===== src/rtl/calc_hist.sv =====
// calc_hist: debounced accumulator calculator with signed ALU, flags and undo history
module calc_hist #(
  parameter int WIDTH     = 16,
  parameter int DEPTH     = 8,
  parameter int DB_CYCLES = 500000
) (
  input  logic                       clk,
  input  logic                       btnu,
  input  logic                       btnd,
  input  logic                       btn_undo,
  input  logic                       btnl,
  input  logic                       btnc,
  input  logic                       btnr,
  input  logic [WIDTH-1:0]           sw,
  output logic [WIDTH-1:0]           led,
  output logic                       ovf,
  output logic                       zero,
  output logic [$clog2(DEPTH+1)-1:0] hist_cnt
);
  localparam int SHW = $clog2(WIDTH);
  localparam int PW  = DEPTH > 1 ? $clog2(DEPTH) : 1;
  localparam int CW  = DB_CYCLES > 1 ? $clog2(DB_CYCLES) : 1;
  localparam int HW  = $clog2(DEPTH + 1);
  logic [4:0]       s1, s2;
  logic [1:0]       deb, deb_q;
  logic             upd, und, rovf;
  logic [2:0]       op;
  logic [SHW-1:0]   sh;
  logic [WIDTH-1:0] res;
  logic [WIDTH-1:0] hist [DEPTH];
  logic [PW-1:0]    wp, nxt, prv;
  // s1/s2 bits: {btnd, btn_undo, btnl, btnc, btnr}
  always_ff @(posedge clk or posedge btnu)
    if (btnu) begin
      s1 <= '0;
      s2 <= '0;
    end else begin
      s1 <= {btnd, btn_undo, btnl, btnc, btnr};
      s2 <= s1;
    end
  genvar i;
  generate
    for (i = 0; i < 2; i++) begin : g_db
      if (DB_CYCLES == 0) begin : g_none
        assign deb[i] = s2[3+i];
      end else begin : g_cnt
        logic [CW-1:0] cnt;
        logic          lvl;
        always_ff @(posedge clk or posedge btnu)
          if (btnu) begin
            cnt <= '0;
            lvl <= 1'b0;
          end else if (s2[3+i] == lvl) begin
            cnt <= '0;
          end else if (cnt == CW'(DB_CYCLES - 1)) begin
            cnt <= '0;
            lvl <= ~lvl;
          end else begin
            cnt <= cnt + 1'b1;
          end
        assign deb[i] = lvl;
      end
    end
  endgenerate
  assign upd  = deb[1] & ~deb_q[1];
  assign und  = deb[0] & ~deb_q[0];
  assign op   = s2[2:0];
  assign sh   = sw[SHW-1:0];
  assign nxt  = (wp == PW'(DEPTH - 1)) ? '0 : wp + 1'b1;
  assign prv  = (wp == '0) ? PW'(DEPTH - 1) : wp - 1'b1;
  assign zero = (led == '0);
  always_comb begin
    res  = '0;
    rovf = 1'b0;
    case (op)
      3'd0: begin
        res  = led + sw;
        rovf = (led[WIDTH-1] == sw[WIDTH-1]) && (res[WIDTH-1] != led[WIDTH-1]);
      end
      3'd1: begin
        res  = led - sw;
        rovf = (led[WIDTH-1] != sw[WIDTH-1]) && (res[WIDTH-1] != led[WIDTH-1]);
      end
      3'd2: res = led & sw;
      3'd3: res = led | sw;
      3'd4: res = led ^ sw;
      3'd5: res = {{(WIDTH-1){1'b0}}, $signed(led) < $signed(sw)};
      3'd6: res = led << sh;
      3'd7: res = $signed(led) >>> sh;
    endcase
  end
  // undo has priority; the update is dropped when both pulse together
  always_ff @(posedge clk or posedge btnu)
    if (btnu) begin
      led      <= '0;
      ovf      <= 1'b0;
      hist_cnt <= '0;
      wp       <= '0;
      deb_q    <= '0;
    end else begin
      deb_q <= deb;
      if (und) begin
        if (hist_cnt != '0) begin
          led      <= hist[prv];
          wp       <= prv;
          hist_cnt <= hist_cnt - 1'b1;
          ovf      <= 1'b0;
        end
      end else if (upd) begin
        led <= res;
        ovf <= rovf;
        wp  <= nxt;
        if (hist_cnt != HW'(DEPTH)) hist_cnt <= hist_cnt + 1'b1;
      end
    end
  always_ff @(posedge clk)
    if (upd && !und) hist[wp] <= led;
endmodule


===== config.mk =====
export PLATFORM = sky130hd
export DESIGN_NAME = calc_hist
export DESIGN_NICKNAME = d
export VERILOG_FILES = /design/src/rtl/calc_hist.sv
export SDC_FILE = /design/constraint.sdc
export NUM_CORES = 1
export LEC_CHECK = 0
export ABC_AREA = 1
export BUFFER_PORTS_ARGS = -buffer_cell sky130_fd_sc_hd__buf_2
export CAP_MARGIN = 40
export CORE_MARGIN = 4
export CORE_UTILIZATION = 25
export CTS_CLUSTER_SIZE = 25
export DETAILED_ROUTE_END_ITERATION = 16
export GPL_TIMING_DRIVEN = 0
export SLEW_MARGIN = 20
export SYNTH_ARGS = -nofsm -noshare
export SYNTH_HDL_FRONTEND = slang
export SYNTH_SLANG_ARGS = --single-unit
export TNS_END_PERCENT = 30

===== constraint.sdc =====
create_clock -name clk -period 3.35 [get_ports clk]
set_input_delay 0.67 -clock clk [delete_from_list [all_inputs] [get_ports clk]]
set_output_delay 0.67 -clock clk [all_outputs]
set_load 0.01 [all_outputs]

==> results.json, run 1 <==
{
  "status": "finished, final reports clean",
  "final_core_utilization_pct": 29.4,
  "yosys.area.top_type": "edfxtp_1",
  "arrival_ps": 2560,
  "final.period_utilization_pct": 96.4,
  "vias": 11300,
  "yosys.area_share.simple_pct": 26.7,
  "clock-sinks": 204,
  "core_area_mm2": 0.0494,
  "switching_power_mw": 1.48,
  "clk_pin_slew_ps": 60,
  "finalCriticalPeriod_ps": 3230,
  "synth_xor_area_share_pct": 1.46,
  "required_ps": 2680,
  "final_cell_area_mm2": 0.0145,
  "p_leak_nw": 6.38,
  "fillers": 5302,
  "multiInputGateArea_mm2": 0.00597,
  "synth_nets": 1615,
  "reg2reg_from": "led[0]",
  "post_cts_resized": 0,
  "start_util_pct": 25.5,
  "dr.pass1.iters": 6,
  "rsz0062_at_grt": "false",
  "ctsHoldBuffers": 0,
  "grt_pass1_wl_um": 63700,
  "synth_edf_count": 128,
  "crit_fanout": 15,
  "final_antenna_net_count": 0,
  "wl_per_cell_um": 18.4,
  "grt_pass1_vias": 10600,
  "swShare_pct": 25.4,
  "async_reset_ff_share_pct": 37.3,
  "seqCellArea_mm2": 0.00575,
  "die_h_um": 232,
  "antenna_found_initial": 4,
  "rrSetupSlack_ps": 130,
  "maxCapViolCount": 0,
  "die_width_um": 232,
  "portBuffers": 44,
  "drive_gt1_share_pct": 11.2,
  "ff2ff_path_depth": 11,
  "power.share.combinational_pct": 9.6,
  "dieArea_mm2": 0.0539,
  "seqPwrFrac_pct": 46.1,
  "dp_worst_setup_slack_ps": -158,
  "setup.worst_path.start_class": "flip-flop",
  "ir_worst_vdd_mv": 0.323,
  "clkPwrFrac_pct": 44.3,
  "min_path_type": "input pin to async pin",
  "skew_ps": 18.2,
  "hold_viol_final": 0,
  "cts_root_buffer": "clkbuf_16",
  "cts_setup_buffers": 0,
  "place_area_mm2": 0.0138,
  "drt_first_iter_violations": 1138,
  "p_per_area_mw_per_mm2": 400,
  "ys_seq_area_share_pct": 45.7,
  "cp-end-kind": "primary output",
  "final_nets": 1693,
  "slew_headroom_pct": 42.5,
  "overflow": 0,
  "synthTopCellsByArea": "edfxtp_1 31%, dfrtp_1 15%, nand2_1 10%",
  "grt.total_usage_pct": 15.2,
  "synth.area.mux_share_pct": 0.179,
  "rows": 81,
  "synth-adder-area-share_pct": 6.15,
  "internal_power_mw": 4.34,
  "clk_latency_ps": 540,
  "netlist_area_mm2": 0.0126,
  "synth.avg_cell_area_um2": 8.20,
  "globalplace.congestion": 0.990,
  "antenna_cells": 0,
  "path_class": "flip-flop to primary output",
  "drc": 0,
  "worst_r2r_endpoint": "led[2]",
  "yosys_warnings": 0,
  "area_growth_pct": 15.5,
  "ys.flop_type": "edfxtp_1",
  "synth_top_area_share_pct": 30.6,
  "yosys_register_bits": 204,
  "fmax_mhz": 310,
  "vias_per_cell": 4.92,
  "synth_top_family_by_area": "simple AND/OR/NAND/NOR gates",
  "synthDistinctLibCells": 57,
  "setup_viol": 0,
  "drv_slew": 0,
  "tightest_slew_ps": 862,
  "grt_max_degree": 40,
  "synth_compound_area_share_pct": 12.9,
  "io_pins": 45,
  "postLayoutSetupSlackWorst_ps": 119,
  "syn_inst": 1532,
  "clock_path_buffers": 3,
  "dp_hpwl_um": 31500,
  "htree_levels": 1,
  "cts_buffers": 23,
  "drt_wl_total_um": 42100,
  "cts_tree": "done"
}
-- worst max-delay path: stages (launching register included) --
cell     delay, ps
dfrtp_1        670
inv_1          410
nand4_1        240
nor4_1         480
buf_2          220
-- synthesized netlist by cell type (2+ instances only) --
cell / number
a211oi_1: 5
a21oi_1: 90
a22o_1: 6
a31oi_1: 3
and2_1: 3
buf_2: 25
buf_6: 4
clkbuf_1: 25
clkbuf_8: 3
clkinv_1: 2
dfrtp_1: 76
edfxtp_1: 128
fa_1: 3
ha_1: 57
inv_1: 131
inv_2: 13
mux2_2: 2
nand2_1: 336
nand3_1: 147
nand3_2: 7
nand3_4: 2
nand4_1: 15
nand4_2: 4
nor2_1: 190
nor2_2: 8
nor2_4: 5
nor3_1: 17
nor3_2: 2
nor4_1: 6
o2111ai_1: 3
o211ai_1: 8
o21a_1: 4
o21ai_0: 108
o21ai_1: 3
o21bai_1: 7
o221ai_1: 2
o22ai_1: 39
or2_2: 5
xnor2_1: 6
xor2_1: 15
-- final cells by class --
class / instances / area share (%)
buffer: 59 / 2.18
clock buffer: 28 / 4.09
clock inverter: 14 / 1.11
inverter: 147 / 3.83
multi-input combinational: 1122 / 41.1
sequential: 204 / 39.6
tap: 664 / 5.72
timing repair buffer: 53 / 2.35
-- how the worst max path moves through the flow --
stage,start,endpoint,slack [ps],cells after the start
6_report,led[5],zero,120,4
2_1_floorplan,btnu,deb_q[0],740,1
5_1_grt,led[0],led[2],10,11
3_5_place_dp,sw[2],led[2],-160,13
3_3_place_gp,btnu,led[14],-350,2
4_1_cts,led[5],zero,90,4
-- state kept, by name (all words and copies together) (netlist names) --
name            count
deb_q               2
g_db.g_cnt.cnt     38
g_db.g_cnt.lvl      2
hist              128
hist_cnt            4
led                16
ovf                 1
s1                  5
s2                  5
wp                  3
-- power groups by stage --
stage               sequential [mW]  clock [mW]  combinational (mW)
CTS                            2.68        2.64               0.549
floorplan                      2.73           0               0.369
detailed placement             2.73           0               0.546
global route                   2.68        2.75               0.619
global placement               2.73           0               0.545
finish                         2.68        2.58               0.558
-- cells in the final DEF, fill, tap and decap left out, types with 4 or more instances in the layout --
cell type / n
inv_1: 130
nand3_2: 7
o22ai_1: 39
nor4_1: 6
inv_2: 13
buf_6: 9
clkinv_1: 8
a22o_1: 6
clkbuf_16: 23
nand4_2: 4
dfrtp_1: 76
or2_2: 5
nor2_1: 182
a211oi_1: 5
nand4_1: 15
xor2_1: 15
buf_2: 69
clkbuf_1: 30
nand2_1: 336
o211ai_1: 8
o21a_1: 4
xnor2_1: 6
o21bai_1: 7
nor2_4: 5
edfxtp_1: 128
ha_1: 57
a21oi_1: 90
nand3_1: 147
nor3_1: 17
o21ai_0: 108
nor2_2: 16
-- routing by layer --
layer,vias to the layer above,global-route usage [%],share of wire [%],routed length (um)
met2,449,24.3,45,19000
met4,8,4.67,3.3,1390
met3,87,2.44,7.5,3160
met1,5364,21.2,44,18600
li1,5356,-,-,-
met5,-,0,0.11,48
-- cell families after synthesis --
logic type      count (synthesis)
simple gates                  755
xor+xnor                       21
compound gates                284
fa+ha+maj                      60
buf+inv                       206
flops                         204
mux                             2
-- stage by stage --
| step | power [mW] | hold slack, ps | std cells | TNS, ps |
|---|---|---|---|---|
| floorplan | 3.10 | 331 | 1532 | 0 |
| global placement | 3.27 | 332 | 2240 | -26690 |
| detailed placement | 3.27 | 335 | 2249 | -346 |
| CTS | 5.87 | 166 | 2291 | 0 |
| global route | 6.05 | 200 | 2291 | 0 |
| finish | 5.81 | 174 | 2291 | 0 |
Note: power is estimated with default switching activity, not from simulation.
==> inputs of run 2 (changes only) <==
- SETUP_SLACK_MARGIN: default -> 0.3
==> run 2 against run 1 <==
Against the previous run: clock-buffer cell count unchanged; combinational power about the same; critical path depth unchanged; hold slack better by 2.1 ps; die area unchanged; clock skew about the same; flip-flop and latch count unchanged; global-route usage unchanged; final area up 0.15%; via count about the same; utilization about the same.
==> results.json, run 2 (synthesized netlist as in run 1, its figures left out) <==
{
  "cts_tree": "done",
  "drc": 0,
  "hold_viol_final": 0,
  "crit_buf_inv": 2,
  "grt.total_usage_pct": 15.2,
  "crit_fanout": 15,
  "rsz0062_at_grt": "false",
  "largest_register": "hist",
  "clock_path_buffers": 3,
  "drt_first_iter_violations": 1071,
  "portBuffers": 44,
  "cp_cell_sequence": "inv_1 > nand4_1 > nor4_2 > buf_2",
  "ctsHoldBuffers": 0,
  "seqPwrFrac_pct": 46.1,
  "p_leak_nw": 6.38,
  "clk_pin_slew_ps": 60,
  "drt_wl_total_um": 42200,
  "antenna_cells": 0,
  "crit_cells": 4,
  "dieArea_mm2": 0.0539,
  "slew_headroom_pct": 47.0,
  "final.period_utilization_pct": 88.1,
  "p_per_area_mw_per_mm2": 399,
  "vias": 11300,
  "final_cell_area_mm2": 0.0145,
  "final_antenna_net_count": 0,
  "swShare_pct": 25.3,
  "io_pins": 45,
  "fin_cells": 2291,
  "vias_per_cell": 4.91,
  "clock-sinks": 204,
  "final_common_cell": "nand2_1",
  "slowest_delay_ps": 570,
  "rrSetupSlack_ps": 450,
  "overflow": 0,
  "setup.worst_path.start_class": "flip-flop",
  "fmax_mhz": 339,
  "dp_hpwl_um": 31500,
  "globalplace.congestion": 0.990,
  "switching_power_mw": 1.47,
  "clk_latency_ps": 540,
  "grt_max_degree": 40,
  "cts_root_buffer": "clkbuf_16",
  "area_growth_pct": 15.7,
  "largest_reg_flops": 128,
  "htree_levels": 1,
  "reg_top3": "hist (128), g_db.g_cnt.cnt (38), led (16)",
  "finalCriticalPeriod_ps": 2950,
  "cp_slowest_cell": "dfrtp_2",
  "required_ps": 2680,
  "grt_pass1_vias": 10600,
  "final_nets": 1693,
  "core_area_mm2": 0.0494,
  "clkPwrFrac_pct": 44.3,
  "setup_viol": 0,
  "min_path_type": "input pin to async pin",
  "drive_gt1_share_pct": 12.1,
  "arrival_ps": 2280,
  "die_h_um": 232,
  "antenna_found_initial": 4,
  "layout_common_cells": "336 x nand2_1, 182 x nor2_1, 147 x nand3_1",
  "wl_per_cell_um": 18.4,
  "ir_worst_vdd_mv": 0.322,
  "drv_slew": 0,
  "dr.pass1.iters": 5,
  "skew_ps": 18.4,
  "cts_buffers": 23,
  "crit_family": "simple AND/OR/NAND/NOR gates",
  "tightest_slew_ps": 795,
  "power.share.combinational_pct": 9.6,
  "die_width_um": 232,
  "ff2ff_path_depth": 14,
  "internal_power_mw": 4.34,
  "maxCapViolCount": 0,
  "rows": 81,
  "cp-end-kind": "primary output",
  "start_util_pct": 25.5,
  "grt_pass1_wl_um": 63700,
  "numPlacedInstances": 2249,
  "status": "finished, final reports clean",
  "place_area_mm2": 0.0138,
  "path_class": "flip-flop to primary output",
  "fillers": 5300
}
-- run 2: metal layers --
layer  vias to the layer above  global-route usage [%]  share of wire, %
met5                         -                       0              0.11
met4                         8                    4.67               2.8
met3                        75                    2.44               7.1
met2                       424                    24.3                46
met1                      5385                    21.2                44
li1                       5363                       -                 -
-- run 2: timing repair --
action | in CTS | in global routing
setup buffers | 0 | 0
gates resized for setup | 3 | 15
endpoints found under the setup margin | 6 | 15
-- run 2: cell type report --
class	instances	area [um2]	share of cell area (%)
multi-input combinational	1122	5980	41.1
sequential	204	5760	39.6
tap	664	831	5.71
clock buffer	28	594	4.09
inverter	147	557	3.83
timing repair buffer	53	342	2.35
buffer	59	319	2.19
clock inverter	14	161	1.11
-- run 2: power by group through the flow --
stage / sequential, mW / clock (mW) / combinational [mW]
after detailed placement: 2.73 / 0 / 0.546
after floorplan: 2.73 / 0 / 0.369
after global placement: 2.73 / 0 / 0.545
final: 2.68 / 2.57 / 0.558
after CTS: 2.68 / 2.64 / 0.549
after global routing: 2.68 / 2.75 / 0.619
-- run 2: stage by stage --
step / hold WS (ps) / power [mW] / util (%) / setup WS, ps / setup TNS [ps]
6_report: 176 / 5.81 / 29.5 / 397 / 0
4_1_cts: 166 / 5.87 / 29.4 / 205 / 0
3_5_place_dp: 335 / 3.27 / 27.9 / -158 / -346
3_3_place_gp: 332 / 3.27 / 27.6 / -353 / -26690
2_1_floorplan: 331 / 3.10 / - / 742 / 0
5_1_grt: 201 / 6.05 / 29.5 / 298 / 0
-- run 2: worst reg2reg max path: cells and delay by family (launching register included) --
| kind | cells | cell delay, ps |
|---|---|---|
| AND/OR/NAND/NOR | 8 | 820 |
| adder cells (fa/ha/maj) | 1 | 370 |
| flip-flops | 1 | 780 |
| AO/OA/AOI/OAI | 2 | 240 |
| buffers and inverters | 3 | 590 |
-- run 2: worst paths after layout --
| path | start | to |
|---|---|---|
| hold / removal | btnu | s1[3] |
| setup reg to reg | led[9] | led[0] |
| setup / recovery | led[7] | zero |
| min in group clk | btnl | s1[2] |
| max in group asynchronous | btnu | g_db[0].g_cnt.cnt[18] |
| hold reg to reg | s1[3] | s2[3] |
